==> src/rtl/conv3x3_pipe_ctrl.sv <==
// Sequencing controller for the 3x3 FP32 multiply/adder-tree pipeline: tracks the raster
// position of each pixel, issues stage enables and handshakes the tree result downstream.
module conv3x3_pipe_ctrl #(
    parameter int unsigned IMG_W  = 224,
    parameter int unsigned IMG_H  = 224,
    parameter int unsigned CNT_W  = 9,
    parameter int unsigned OCNT_W = 16
) (
    input  logic       clk,
    input  logic       rst,
    input  logic       start,
    input  logic       in_valid,
    output logic       in_ready,
    output logic       valid_in,
    output logic [3:0] valid_pipeline2D,
    output logic       out_valid,
    input  logic       out_ready,
    output logic       out_last,
    output logic       busy,
    output logic       done
);

    typedef enum logic [1:0] {StIdle, StRun, StFlush, StDone} state_t;

    localparam int unsigned NumWin = (IMG_W - 2) * (IMG_H - 2);
    localparam logic [CNT_W-1:0] ColLast = CNT_W'(IMG_W - 1);
    localparam logic [CNT_W-1:0] RowLast = CNT_W'(IMG_H - 1);
    localparam logic [CNT_W-1:0] WinMin = CNT_W'(2);
    localparam logic [OCNT_W-1:0] OutLast = OCNT_W'(NumWin - 1);

    state_t            state_q, state_d;
    logic [CNT_W-1:0]  row_q, row_d;
    logic [CNT_W-1:0]  col_q, col_d;
    logic [3:0]        occ_q, occ_d;
    logic              out_valid_q, out_valid_d;
    logic [OCNT_W-1:0] out_cnt_q, out_cnt_d;

    logic stall;
    logic accept;
    logic last_pix;
    logic handshake;

    always_comb begin
        stall            = out_valid_q & ~out_ready;
        in_ready         = (state_q == StRun) & ~stall;
        accept           = in_valid & in_ready;
        last_pix         = accept & (row_q == RowLast) & (col_q == ColLast);
        // Pre-increment counters: the window completed by this pixel enters the tree now.
        valid_in         = accept & (row_q >= WinMin) & (col_q >= WinMin);
        valid_pipeline2D = occ_q & {4{~stall}};
        handshake        = out_valid_q & out_ready;
        out_valid        = out_valid_q;
        out_last         = out_valid_q & (out_cnt_q == OutLast);
        busy             = (state_q != StIdle);
        done             = (state_q == StDone);
    end

    always_comb begin
        state_d     = state_q;
        row_d       = row_q;
        col_d       = col_q;
        occ_d       = occ_q;
        out_valid_d = out_valid_q;
        out_cnt_d   = out_cnt_q;

        if (!stall) begin
            occ_d       = {occ_q[2:0], valid_in};
            out_valid_d = occ_q[3];
        end
        if (handshake) begin
            out_cnt_d = out_cnt_q + OCNT_W'(1);
        end

        unique case (state_q)
            StIdle: begin
                if (start) begin
                    state_d   = StRun;
                    row_d     = '0;
                    col_d     = '0;
                    out_cnt_d = '0;
                end
            end
            StRun: begin
                if (last_pix) begin
                    state_d = StFlush;
                end else if (accept) begin
                    if (col_q == ColLast) begin
                        col_d = '0;
                        row_d = row_q + CNT_W'(1);
                    end else begin
                        col_d = col_q + CNT_W'(1);
                    end
                end
            end
            StFlush: begin
                if ((occ_q == 4'b0000) && (!out_valid_q || out_ready)) begin
                    state_d = StDone;
                end
            end
            StDone: begin
                state_d = StIdle;
            end
            default: begin
                state_d = StIdle;
            end
        endcase
    end

    always_ff @(posedge clk or posedge rst) begin
        if (rst) begin
            state_q     <= StIdle;
            row_q       <= '0;
            col_q       <= '0;
            occ_q       <= '0;
            out_valid_q <= 1'b0;
            out_cnt_q   <= '0;
        end else begin
            state_q     <= state_d;
            row_q       <= row_d;
            col_q       <= col_d;
            occ_q       <= occ_d;
            out_valid_q <= out_valid_d;
            out_cnt_q   <= out_cnt_d;
        end
    end

endmodule
==> config.mk <==
export PLATFORM = sky130hd
export DESIGN_NAME = conv3x3_pipe_ctrl
export DESIGN_NICKNAME = d
export VERILOG_FILES = /design/src/rtl/conv3x3_pipe_ctrl.sv
export SDC_FILE = /design/constraint.sdc
export NUM_CORES = 1
export LEC_CHECK = 0
export ABC_CLOCK_PERIOD_IN_PS = 2100
export BUFFER_PORTS_ARGS = -buffer_cell sky130_fd_sc_hd__buf_2
export CAP_MARGIN = 20
export CORE_AREA = 2 2 90 92
export CTS_CLUSTER_DIAMETER = 50
export DETAILED_ROUTE_END_ITERATION = 8
export DIE_AREA = 0 0 92 94
export GPL_TIMING_DRIVEN = 0
export PLACE_DENSITY = 0.53
export SLEW_MARGIN = 20
export SYNTH_ARGS = -nofsm -noshare
export SYNTH_HDL_FRONTEND = slang
export SYNTH_SLANG_ARGS = --single-unit
==> constraint.sdc <==
create_clock -name clk -period 2.1 [get_ports clk]
set_input_delay 0.105 -clock clk [delete_from_list [all_inputs] [get_ports clk]]
set_output_delay 0.105 -clock clk [all_outputs]
set_load 0.05 [all_outputs]
==> impl_results.md <==
* Run status: finished, final reports clean
* DR vias at 2060
* Area of the die at 0.008648 sq mm
* Seq/Total Area, Yosys at 42.55%
* Vias in the first global route at 1955
* Synth top area share at 42.55%
* Final Util at 39.34%
* Peak VDD IR at 0.3339 mV
* First-pass GRT wire length at 9542 um
* Max Clk Rate at 477.0 MHz
* RSZ-0062 raised after global routing: true
* Post-Syn Nets at 283
* Max-slew violation count at 0
* Fill cells at 787
* Mapped Cells at 269
* I/O pins at 15
* Hold crit path type: in2reg
* Required @ worst endpoint at 2280 ps
* Number of cell rows at 32
* NumNets Final at 313
* RR Startpoint: col_q[5]
* Most frequent cell after synthesis: dfrtp_1
* CP Max Fanout at 8
* 1st-pass router iterations at 4
* Starting Density at 31.69%
* Hold_sp: start
* Ys async rst share at 100.0%
* Vias per inst at 5.124
* Tcrit/Tclk final at 99.83%
* Finished Cell Area at 0.002993 sq mm
* Crit path from: col_q[5]
* Critical setup path kind: reg2reg
* Post-route DRC at 0
* Rel. slew slack at 67.13%
* Clock transition at path regs at 80 ps
* GRT overflow at 0
* Cell accounting for the most synthesized area: dfrtp_1
* Chip height at 94 um
* P_leak at 1.290 nW
* Worst endpoint data arrival time at 2280 ps
* H-tree levels at 2
* Crit path capture type: register
* 1st-iter DRT viols at 74
* Yosys cell types at 47
* YS warnings at 0
* N_diodes at 0
* Worst hold margin at 173.0 ps
* Post-synthesis register bit count at 41
* Number of flops mapped to enable cells by yosys at 0
* Minimum clock period at 2097 ps
* CTS tree: done
* MaxCap Viol Count at 0
* All-layer global routing usage at 13.76%
* Area post-placement at 0.002640 sq mm
* Final HPWL DP at 3914 um
* Area delta synth->final at 24.13%
* CTS buffer count at 5
* Slew @ Worst Pin at 488.5 ps
* Largest net degree at the start of global routing at 34
* Avg Cell Area, Syn at 8.963 sq um
* Routed len/inst at 13.95 um
* Share of layout cells above drive strength 1 at 23.00%
* Antenna violations before repair at 0
* Post-Route WL at 5609 um
* Worst-Skew Late Latency at 290 ps
* Final hold vios at 0
* Antenna-violating nets left at 0
* RD Place Congestion at 0.8517
* Number of buffers added on ports at 14
* CTS sink cnt at 41
* CORE AREA at 0.007607 sq mm
* Final setup viols at 0
* Power Density at 919.2 mW/mm^2
* Startpoint Class: register
* Clock buffer depth at 2
* CTS root buffer: clkbuf_8
* Top post-synthesis cells by area: dfrtp_1 43%, nand2_1 5.6%, ha_1 4.7%
* Cell Area, Synth at 0.002411 sq mm
* Top cells by count, synth: 41 x dfrtp_1, 36 x nand2_1, 28 x nor2_1
* Die width at 92 um
* Dominant synthesized flop cell: dfrtp_1
* Setup Skew at 6.294 ps
-- kinds of logic (layout without fill, tap and decap cells) --
logic type	count (synthesis)	in the layout	synth area share, %
AO/OA/AOI/OAI	43	43	12.51
adder cells (fa/ha/maj)	9	9	4.671
multiplexers	3	3	1.297
flip-flops	41	41	42.55
AND/OR/NAND/NOR	140	140	30.20
buffers and inverters	18	49	3.321
XOR/XNOR	15	15	5.449
-- layout by cell type (no fill, tap or decap), types with 8 or more instances in the layout --
master	instances
buf_2	17
nor2_1	27
nor4_1	8
xor2_1	8
buf_4	8
nand3_1	12
o21ai_0	13
nand2_1	36
dfrtp_1	36
nand4_1	10
-- through the flow --
stage	setup TNS [ps]	setup slack (ps)	std cells	total power, mW
detailed placement	-1807	-231.5	386	1.839
finish	0	3.491	402	2.751
floorplan	0	0.9299	269	1.614
global placement	-1728	-207.1	385	1.831
CTS	0	8.596	396	2.684
global route	-82.14	-48.80	402	2.924
-- timing repair --
| item | 4_1_cts | 5_1_grt |
|---|---|---|
| endpoints found under the hold margin | 8 | 0 |
| setup buffers | 1 | 7 |
| resized for setup | 13 | 21 |
| hold buffers | 1 | 0 |
| pin swaps | 3 | 3 |
| setup endpoints to repair | 15 | 29 |
-- final timing paths --
path	endpoint	slack, ps	depth (start not counted)
worst max register to register	row_q[2]	3	6
worst min-delay path	row_q[8]	170	4
worst max-delay path	row_q[2]	3	6
worst min register to register	col_q[8]	480	1
max in group asynchronous	state_q[0]	1360	4
min in group asynchronous	out_cnt_q[13]	270	3
-- routing by layer --
| metal | part of all wire [%] | track usage (%) | vias up |
|---|---|---|---|
| li1 | - | - | 1032 |
| met1 | 51 | 18.80 | 999 |
| met2 | 45 | 22.55 | 24 |
| met3 | 2.4 | 2.648 | 5 |
| met4 | 1.1 | 3.358 | 0 |
| met5 | 0 | 0 | - |
-- sequential cells by signal (all words and copies together) (netlist names) --
register   cells
out_cnt_q     16
state_q        2
out_valid      1
occ_q          4
row_q          9
col_q          9
-- report_power, final --
group          total [mW]  switching, mW  leakage, nW  internal, mW
clock network       0.758          0.286       0.0681         0.472
logic                1.05          0.667        0.663         0.379
registers           0.947         0.0891        0.559         0.858
total                2.75           1.04         1.29          1.71
-- worst max-delay path, stage by stage, from the launching register on --
cell       delay [ps]
dfrtp_1           410
or2_1             230
buf_6             140
or4_4             500
a211o_4           400
o21bai_1          170
o2bb2ai_1         130
-- layout make-up --
type	count	area, sq um	area share [%]
tap	102	127.6	4.264
buffer	8	47.55	1.589
clock buffer	5	68.82	2.299
timing repair buffer	24	166.4	5.560
sequential	41	1032	34.49
multi-input combinational	210	1451	48.49
clock inverter	3	65.06	2.174
inverter	9	33.78	1.129
Note: power is estimated with default switching activity, not from simulation.
